--- src/rtl/uart_alu_frame_ctrl_if.sv ---
// -----------------------------------------------------------------------------
// uart_alu_frame_ctrl_if
// Bundles the receive, transmit and ALU signals of the frame controller.
//   i_rx_done / i_data           : received-byte strobe and byte
//   i_tx_active / i_tx_done      : transmitter busy level and byte-done strobe
//   i_alu_result                 : combinational ALU result
//   o_tx_start_bit / o_tx_byte   : transmit request strobe and byte
//   o_data_A/B/OPCODE            : operands and opcode presented to the ALU
//   o_busy / o_err_timeout / o_overrun : status
// modport master : the frame controller
// modport slave  : the UART pair and ALU around it
// -----------------------------------------------------------------------------
interface uart_alu_frame_ctrl_if #(
   parameter int DATA_W = 16,
   parameter int OP_W   = 6
);
   logic              i_rx_done;
   logic [7:0]        i_data;
   logic              i_tx_active;
   logic              i_tx_done;
   logic [DATA_W-1:0] i_alu_result;
   logic              o_tx_start_bit;
   logic [7:0]        o_tx_byte;
   logic [DATA_W-1:0] o_data_A;
   logic [DATA_W-1:0] o_data_B;
   logic [OP_W-1:0]   o_data_OPCODE;
   logic              o_busy;
   logic              o_err_timeout;
   logic              o_overrun;

   modport master (
      input  i_rx_done, i_data, i_tx_active, i_tx_done, i_alu_result,
      output o_tx_start_bit, o_tx_byte, o_data_A, o_data_B, o_data_OPCODE,
             o_busy, o_err_timeout, o_overrun
   );

   modport slave (
      output i_rx_done, i_data, i_tx_active, i_tx_done, i_alu_result,
      input  o_tx_start_bit, o_tx_byte, o_data_A, o_data_B, o_data_OPCODE,
             o_busy, o_err_timeout, o_overrun
   );
endinterface

--- src/rtl/uart_alu_frame_ctrl.sv ---
// -----------------------------------------------------------------------------
// uart_alu_frame_ctrl
// Assembles a frame of NB bytes of A, NB bytes of B (both LSB first) and one
// opcode byte from the UART receiver, publishes all three to the ALU in one
// clock edge, then returns the NB-byte ALU result LSB first via the transmitter.
// A stalled partial frame is discarded after TIMEOUT idle clocks; bytes that
// arrive while a result is being computed or sent are dropped and flagged.
// Ports:
//   i_Clock : clock, rising edge
//   i_reset : synchronous active-low reset
//   bus     : uart_alu_frame_ctrl_if.master (receive/transmit/ALU/status)
// -----------------------------------------------------------------------------
module uart_alu_frame_ctrl #(
   parameter int DATA_W  = 16,
   parameter int OP_W    = 6,
   parameter int TIMEOUT = 50000
) (
   input logic                   i_Clock,
   input logic                   i_reset,
   uart_alu_frame_ctrl_if.master bus
);
   localparam int NB    = DATA_W / 8;
   localparam int IDX_W = (NB > 1) ? $clog2(NB) : 1;
   localparam int CNT_W = $clog2(TIMEOUT + 1);

   typedef enum logic [2:0] {
      IDLE, RX_A, RX_B, RX_OP, EXEC, TX_SEND, TX_WAIT
   } state_t;

   state_t            state_q;
   logic [IDX_W-1:0]  idx_q;
   logic [CNT_W-1:0]  cnt_q;
   logic [DATA_W-1:0] shadow_a_q;
   logic [DATA_W-1:0] shadow_b_q;
   logic [DATA_W-1:0] res_q;
   logic [DATA_W-1:0] data_a_q;
   logic [DATA_W-1:0] data_b_q;
   logic [OP_W-1:0]   opcode_q;
   logic              start_q;
   logic [7:0]        tx_byte_q;
   logic              err_q;
   logic              ovr_q;

   logic in_rx;
   logic in_out;
   logic last_idx;
   logic timeout_hit;

   assign in_rx       = (state_q == RX_A) || (state_q == RX_B) || (state_q == RX_OP);
   assign in_out      = (state_q == EXEC) || (state_q == TX_SEND) || (state_q == TX_WAIT);
   assign last_idx    = (idx_q == IDX_W'(NB - 1));
   // Counter holds the number of idle edges already seen, so the abort lands
   // exactly TIMEOUT edges after the last accepted byte.
   assign timeout_hit = in_rx && !bus.i_rx_done && (cnt_q == CNT_W'(TIMEOUT - 1));

   always_ff @(posedge i_Clock) begin
      if (!i_reset) begin
         state_q    <= IDLE;
         idx_q      <= '0;
         cnt_q      <= '0;
         shadow_a_q <= '0;
         shadow_b_q <= '0;
         res_q      <= '0;
         data_a_q   <= '0;
         data_b_q   <= '0;
         opcode_q   <= '0;
         start_q    <= 1'b0;
         tx_byte_q  <= '0;
         err_q      <= 1'b0;
         ovr_q      <= 1'b0;
      end else begin
         start_q <= 1'b0;
         err_q   <= 1'b0;
         ovr_q   <= bus.i_rx_done && in_out;

         if (bus.i_rx_done || !in_rx)
            cnt_q <= '0;
         else
            cnt_q <= cnt_q + 1'b1;

         if (timeout_hit) begin
            err_q      <= 1'b1;
            idx_q      <= '0;
            shadow_a_q <= '0;
            shadow_b_q <= '0;
            cnt_q      <= '0;
            state_q    <= IDLE;
         end else begin
            case (state_q)
               IDLE: begin
                  if (bus.i_rx_done) begin
                     shadow_a_q[7:0] <= bus.i_data;
                     if (NB == 1) begin
                        idx_q   <= '0;
                        state_q <= RX_B;
                     end else begin
                        idx_q   <= IDX_W'(1);
                        state_q <= RX_A;
                     end
                  end
               end
               RX_A: begin
                  if (bus.i_rx_done) begin
                     shadow_a_q[{idx_q, 3'b000} +: 8] <= bus.i_data;
                     if (last_idx) begin
                        idx_q   <= '0;
                        state_q <= RX_B;
                     end else begin
                        idx_q <= idx_q + 1'b1;
                     end
                  end
               end
               RX_B: begin
                  if (bus.i_rx_done) begin
                     shadow_b_q[{idx_q, 3'b000} +: 8] <= bus.i_data;
                     if (last_idx) begin
                        idx_q   <= '0;
                        state_q <= RX_OP;
                     end else begin
                        idx_q <= idx_q + 1'b1;
                     end
                  end
               end
               RX_OP: begin
                  // Operands and opcode move together so the ALU never sees
                  // a mix of old and new frame contents.
                  if (bus.i_rx_done) begin
                     data_a_q <= shadow_a_q;
                     data_b_q <= shadow_b_q;
                     opcode_q <= bus.i_data[OP_W-1:0];
                     state_q  <= EXEC;
                  end
               end
               EXEC: begin
                  res_q   <= bus.i_alu_result;
                  idx_q   <= '0;
                  state_q <= TX_SEND;
               end
               TX_SEND: begin
                  if (!bus.i_tx_active) begin
                     start_q   <= 1'b1;
                     tx_byte_q <= res_q[7:0];
                     state_q   <= TX_WAIT;
                  end
               end
               TX_WAIT: begin
                  if (bus.i_tx_done) begin
                     // Shift so the next byte to send is always in the low lane.
                     res_q <= res_q >> 8;
                     if (last_idx) begin
                        idx_q   <= '0;
                        state_q <= IDLE;
                     end else begin
                        idx_q   <= idx_q + 1'b1;
                        state_q <= TX_SEND;
                     end
                  end
               end
               default: state_q <= IDLE;
            endcase
         end
      end
   end

   assign bus.o_tx_start_bit = start_q;
   assign bus.o_tx_byte      = tx_byte_q;
   assign bus.o_data_A       = data_a_q;
   assign bus.o_data_B       = data_b_q;
   assign bus.o_data_OPCODE  = opcode_q;
   assign bus.o_busy         = (state_q != IDLE);
   assign bus.o_err_timeout  = err_q;
   assign bus.o_overrun      = ovr_q;
endmodule
--- src/flat_wrapper.sv ---
// flat-port wrapper written by rule: the top's interface ports become plain ports
module uart_alu_frame_ctrl_flat 
#(
   parameter int DATA_W  = 16,
   parameter int OP_W    = 6,
   parameter int TIMEOUT = 50000
)
  (i_Clock, i_reset, bus_i_rx_done, bus_i_data, bus_i_tx_active, bus_i_tx_done, bus_i_alu_result, bus_o_tx_start_bit, bus_o_tx_byte, bus_o_data_A, bus_o_data_B, bus_o_data_OPCODE, bus_o_busy, bus_o_err_timeout, bus_o_overrun);
  uart_alu_frame_ctrl_if #(.DATA_W(DATA_W), .OP_W(OP_W)) bus_i ();
  input logic i_Clock;
  input logic i_reset;
  input wire logic [$bits(bus_i.i_rx_done)-1:0] bus_i_rx_done;
  input wire logic [$bits(bus_i.i_data)-1:0] bus_i_data;
  input wire logic [$bits(bus_i.i_tx_active)-1:0] bus_i_tx_active;
  input wire logic [$bits(bus_i.i_tx_done)-1:0] bus_i_tx_done;
  input wire logic [$bits(bus_i.i_alu_result)-1:0] bus_i_alu_result;
  output wire logic [$bits(bus_i.o_tx_start_bit)-1:0] bus_o_tx_start_bit;
  output wire logic [$bits(bus_i.o_tx_byte)-1:0] bus_o_tx_byte;
  output wire logic [$bits(bus_i.o_data_A)-1:0] bus_o_data_A;
  output wire logic [$bits(bus_i.o_data_B)-1:0] bus_o_data_B;
  output wire logic [$bits(bus_i.o_data_OPCODE)-1:0] bus_o_data_OPCODE;
  output wire logic [$bits(bus_i.o_busy)-1:0] bus_o_busy;
  output wire logic [$bits(bus_i.o_err_timeout)-1:0] bus_o_err_timeout;
  output wire logic [$bits(bus_i.o_overrun)-1:0] bus_o_overrun;
  assign bus_i.i_rx_done = bus_i_rx_done;
  assign bus_i.i_data = bus_i_data;
  assign bus_i.i_tx_active = bus_i_tx_active;
  assign bus_i.i_tx_done = bus_i_tx_done;
  assign bus_i.i_alu_result = bus_i_alu_result;
  assign bus_o_tx_start_bit = bus_i.o_tx_start_bit;
  assign bus_o_tx_byte = bus_i.o_tx_byte;
  assign bus_o_data_A = bus_i.o_data_A;
  assign bus_o_data_B = bus_i.o_data_B;
  assign bus_o_data_OPCODE = bus_i.o_data_OPCODE;
  assign bus_o_busy = bus_i.o_busy;
  assign bus_o_err_timeout = bus_i.o_err_timeout;
  assign bus_o_overrun = bus_i.o_overrun;
  uart_alu_frame_ctrl #(.DATA_W(DATA_W), .OP_W(OP_W), .TIMEOUT(TIMEOUT)) u_core (.i_Clock(i_Clock), .i_reset(i_reset), .bus(bus_i));
endmodule
--- config.mk ---
export PLATFORM = sky130hd
export DESIGN_NAME = uart_alu_frame_ctrl_flat
export DESIGN_NICKNAME = d
export VERILOG_FILES = /design/src/rtl/uart_alu_frame_ctrl_if.sv /design/src/rtl/uart_alu_frame_ctrl.sv /design/src/flat_wrapper.sv
export SDC_FILE = /design/constraint.sdc
export NUM_CORES = 1
export LEC_CHECK = 0
export BUFFER_PORTS_ARGS = -buffer_cell sky130_fd_sc_hd__buf_2
export CORE_ASPECT_RATIO = 1.1
export CORE_MARGIN = 2
export CORE_UTILIZATION = 43
export DETAILED_ROUTE_END_ITERATION = 6
export PLACE_DENSITY = 0.63
export SETUP_SLACK_MARGIN = 0.02
export SYNTH_ARGS = -nofsm -noshare
export SYNTH_HDL_FRONTEND = slang
export SYNTH_SLANG_ARGS = --single-unit
--- constraint.sdc ---
create_clock -name i_Clock -period 2.35 [get_ports i_Clock]
set_clock_uncertainty 0.1 [all_clocks]
set_input_delay 0.235 -clock i_Clock [delete_from_list [all_inputs] [get_ports i_Clock]]
set_output_delay 0.235 -clock i_Clock [all_outputs]
set_load 0.005 [all_outputs]
# After elaboration in Yosys (flattened, before gate mapping)
# Index checks and enable logic that the tools add are counted.
[totals]
word_cells = 90
out_inout_bits = 50
regBits = 117
in_bits = 29
[classes]
eq_ne = 16
n_reduce_logical = 27
shifts = 2
n_bitwise = 4
n_addsub = 3
n_mux = 24
[op_table]
columns = ["cell", "count"]
rows = [
  ["16-bit bitwise mux", 2],
  ["16-bit one-hot mux with 2 select lines", 1],
  ["3-bit two-way mux", 9],
  ["3-bit one-hot mux with 7 select lines", 1],
  ["16-bit by 1-bit adder with 16-bit output (second input constant)", 1],
  ["16-bit == test (second input constant)", 1],
  ["16-bit two-way mux", 1],
  ["8-bit two-way mux", 2],
  ["8-bit one-hot mux with 2 select lines", 1],
  ["8-bit by 6-bit variable shift with 16-bit output (first input constant)", 1],
  ["8-bit by 6-bit variable part select with 16-bit output", 1],
  ["2-bit inequality test (second input constant)", 6],
  ["3-bit AND reduction", 4],
  ["3-bit == test (second input constant)", 3],
  ["8-bit AND reduction", 1],
  ["3-bit by 2-bit == test with 1-bit output (second input constant)", 2],
  ["1-bit two-way mux", 6],
  ["2-bit by 1-bit inequality test with 1-bit output (second input constant)", 3],
  ["4-bit negation with 6-bit output", 1],
  ["3-bit OR reduction", 2],
  ["1-bit logical OR", 5],
  ["1-bit NOT", 4],
  ["1-bit one-hot mux with 4 select lines", 1],
  ["2-bit AND reduction", 2],
  ["other kinds (10)", 15],
]

# Longest topological paths before layout
[logic_depth]
word_depth = 7
mapped_depth = 7
depth_no_buf = 5

# Worst setup path after synthesis
# No wires, ideal clock.
[synth_timing]
path_kind = "flip-flop to flip-flop"
startpoint = "register u_core.cnt_q[10]"
endpoint = "register u_core.shadow_a_q[10]"
slack_ps = 265
path_stages_with_launch = 6
arrival_time_ps = 1865
period_less_slack_ps = 2085
required_ps = 2130
n_path_buf = 1
path_cell_list = "dfxtp_1 > or4b_1 > or4_4 > o21ai_4 > buf_6 > a21oi_2"
[synth_via]
elab_chain_len = 3
[synth_rtl]
columns = ["element", "line", "source"]
rows = [
  ["start, declared", "uart_alu_frame_ctrl.sv:32", "logic [CNT_W-1:0] cnt_q;"],
  ["start signal, assigned", "uart_alu_frame_ctrl.sv:79", "cnt_q <= cnt_q + 1'b1;"],
  ["16-bit == test", "uart_alu_frame_ctrl.sv:54", "assign timeout_hit = in_rx && !bus.i_rx_done && (cnt_q == CNT_W'(TIMEOUT - 1));"],
  ["1-bit logical AND", "uart_alu_frame_ctrl.sv:54", ""],
  ["2-bit OR reduction (no source line)", "-", ""],
  ["end signal, assigned by index", "uart_alu_frame_ctrl.sv:104", "shadow_a_q[{idx_q, 3'b000} +: 8] <= bus.i_data;"],
  ["end, declared", "uart_alu_frame_ctrl.sv:33", "logic [DATA_W-1:0] shadow_a_q;"],
]
# No other way between the ends.
# A chain may end at the register's enable or synchronous reset.

# Final worst setup path
[layout_timing]
startpoint = "register u_core.cnt_q[10]"
endpoint = "register u_core.start_q (netlist: u_core.bus.o_tx_start_bit)"
[layout_via]
elab_chain_len = 3
[layout_rtl]
columns = ["element", "line", "source"]
rows = [
  ["16-bit == test", "uart_alu_frame_ctrl.sv:54", ""],
  ["1-bit logical AND", "uart_alu_frame_ctrl.sv:54", ""],
  ["3-bit OR reduction (no source line)", "-", ""],
  ["end signal, assigned", "uart_alu_frame_ctrl.sv:67", "start_q <= 1'b0;"],
  ["end signal, assigned", "uart_alu_frame_ctrl.sv:72", "start_q <= 1'b0;"],
  ["end signal, assigned", "uart_alu_frame_ctrl.sv:141", "start_q <= 1'b1;"],
  ["end, declared", "uart_alu_frame_ctrl.sv:39", "logic start_q;"],
]
# No other way between the ends.

==> impl_metrics.ini <==
[die]
dieArea_um2 = 11300
die_w_um = 101
initial_utilization_pct = 43.6
die_h_um = 111
core-area_um2 = 10300
core.rowCount = 39
io_pins = 79

[power]
total_power_uw = 4760
p_leak_uw = 0.00221
irDropWorstVdd_uv = 526
power.density_nw_per_um2 = 819

[finish]
post-route-util_pct = 56.5
drive_gt1_share_pct = 22.2
finalNonFillerCells = 784
fin_nets = 658
fillers = 971
n_antenna_cell = 0
area_growth_pct = 29.5

[clock_network]
post_cts_buffers = 0
ctsRootBufferMaster = clkbuf_16
clk_pin_slew_ps = 50
clock_sinks = 117
clk_path_buf_depth = 2
cts_max_level = 4
cts_tree = built
numCtsBuffers = 17
clock_latency_ps = 400

[synthesis]
async_reset_ff_share_pct = 0
synth_area_leaders = dfxtp_1 52%, nand2_1 10%, a21oi_1 6.1%
ys_types = 39
synth_common_cells = 125 x nand2_1, 117 x dfxtp_1, 56 x nor2_1
ys_seq_area_share_pct = 52.2
ys.warnings.count = 0
synth_fp_nets = 559
syn_area_um2 = 4490
synth_top_area_cell = dfxtp_1
syn_inst = 529
synth.top_cell.area_share_pct = 52.2
ys_ff_latch = 117
syn_avg_cell_area_um2 = 8.49
synth-edff-count = 0
synth_most_common_cell = nand2_1
ys.flop_type = dfxtp_1

[route]
drtIter0Drc = 208
dr.pass1.iters = 7
routedWlPerCell_um = 13.6
wl_mm = 10.6
drc = 0
vias = 3939
via_per_inst = 5.02
ant_nets = 0

[critical_path]
worstPathMaxFanout = 34
crit_path_start_kind = flip-flop
critPathKind = reg -> reg
critPathMaxStageDelay_ps = 570
path_buf_inv = 1
crit_arrival_ps = 2360
r2r_end = u_core.bus.o_tx_start_bit$_SDFF_PP0_
path_cells = or4b_1, or4_4, o21ai_4, buf_12, nor2_1
worstPathRequired_ps = 2520
r2r-start = u_core.cnt_q[10]$_SDFF_PP0_
cp_top_family = simple AND/OR/NAND/NOR gates
end_kind = flip-flop
crit_start = u_core.cnt_q[10]$_SDFF_PP0_
reg2reg_slack_ps = 170
rr_worst_depth = 5
cp_slowest_cell = or4_4

[flow_run]
drv_cap = 0

[min_path]
hold_start = bus_i_alu_result[4]
min-delay-path-class = in -> reg
whs_endpoint = u_core.res_q[4]$_SDFFE_PN0P_
worstHoldPathCells = 3

[global_route]
grt_overflow = 0
grt.total_usage_pct = 19.8
antenna_found_initial = 0
grt_pass1_wl_mm = 17.6
grt_max_degree = 43
grt_pass1_vias = 3678

[sta]
whs_ps = 17.8
setup_viol = 0
final-max-slew-violation-count = 0
rsz0062_at_grt = no
worst_pin_slew_ps = 540
final.setup.tns_ps = 0
max_freq_mhz = 458
final_hold_viol_count = 0
min_period_over_period_pct = 92.8
relSlewSlack_pct = 64.0
period_minus_slack_ps = 2180

[placed_design]
post-dp-hpwl_mm = 7.17
place_congestion = 0.785
numPortBuffers = 78
dp_cells = 737

[run_status]
outcome = complete, no violations
-- flip-flops by register name, indices dropped and copies added (netlist names) --
signal                     count
u_core.bus.o_data_A           16
u_core.bus.o_data_B           16
u_core.cnt_q                  16
u_core.res_q                  16
u_core.shadow_a_q             16
u_core.shadow_b_q             16
u_core.bus.o_tx_byte           8
u_core.bus.o_data_OPCODE       6
u_core.state_q                 3
u_core.bus.o_err_timeout       1
u_core.bus.o_overrun           1
u_core.bus.o_tx_start_bit      1
u_core.idx_q                   1
-- cell usage in the layout, fill, tap and decap left out, drive strengths merged, types with 2 or more instances in the layout --
cell and n:
bufinv 2, a311oi 9, nor3b 2, nand2b 3, nand4 5, xnor2 12, clkbuf 23, clkinvlp 2
o21ai 21, nor2 56, mux2i 17, nor4 3, inv 7, dlygate4sd3 15, buf 98, a22oi 8
a21oi 65, and2 2, xor2 2, nor3 8, nand2 125, nand3 16, dfxtp 117, clkinv 5
nor2b 2, or4bb 2, a211oi 3
-- how the worst max path moves through the flow --
| stage | end | depth (start not counted) |
|---|---|---|
| floorplan | u_core.shadow_a_q[10]$_SDFFE_PP0P_ | 5 |
| global placement | u_core.shadow_a_q[5]$_SDFFE_PP0P_ | 5 |
| detailed placement | u_core.bus.o_tx_start_bit$_SDFF_PP0_ | 5 |
| CTS | u_core.bus.o_tx_start_bit$_SDFF_PP0_ | 5 |
| global route | u_core.shadow_a_q[4]$_SDFFE_PP0P_ | 5 |
| finish | u_core.bus.o_tx_start_bit$_SDFF_PP0_ | 5 |
-- timing repair --
| item | CTS | global route |
|---|---|---|
| endpoints found under the hold margin | 15 | 0 |
| resized for setup | 0 | 0 |
| hold buffers | 15 | 0 |
-- per-layer routing --
metal / track usage, % / up-vias / wire length (um)
met5: 0 / - / 0
met1: 25.8 / 1840 / 4880
li1: - / 1990 / -
met4: 8.20 / 0 / 165
met2: 31.3 / 101 / 5140
met3: 4.54 / 8 / 460
-- power by group --
| part | internal (uW) | switching (uW) | total (uW) |
|---|---|---|---|
| registers | 2010 | 15.2 | 2020 |
| logic | 86.3 | 124 | 210 |
| clock network | 1660 | 864 | 2530 |
-- logic make-up after synthesis --
| family | count (synthesis) | share of synthesized area, % |
|---|---|---|
| multiplexers | 17 | 3.79 |
| AND/OR/NAND/NOR | 230 | 21.9 |
| flip-flops | 117 | 52.2 |
| buffers and inverters | 40 | 4.10 |
| XOR/XNOR | 14 | 2.73 |
| adder cells (fa/ha/maj) | 1 | 0.279 |
| AO/OA/AOI/OAI | 110 | 15.1 |
-- metrics by stage --
step	worst slack, ps	cell area (um^2)
finish	168	5810
global route	85.4	5810
CTS	150	5810
detailed placement	162	5080
global placement	222	5080
floorplan	265	4490
-- worst register-to-register path, cell delays in order (launching register included) --
cell,delay (ps)
dfxtp_1,340
or4b_1,530
or4_4,570
o21ai_4,200
buf_12,240
nor2_1,70
-- layout make-up --
| cell class | instances | area (um^2) | share of cell area, % |
|---|---|---|---|
| flip-flops and latches | 117 | 2340 | 40.3 |
| clock inverters | 9 | 100 | 1.72 |
| well taps | 143 | 179 | 3.08 |
| repair buffers | 113 | 716 | 12.3 |
| inverters | 7 | 26.3 | 0.452 |
| multi-input cells | 372 | 1960 | 33.8 |
| clock buffers | 23 | 488 | 8.39 |
Note: power is estimated with default switching activity, not from simulation.
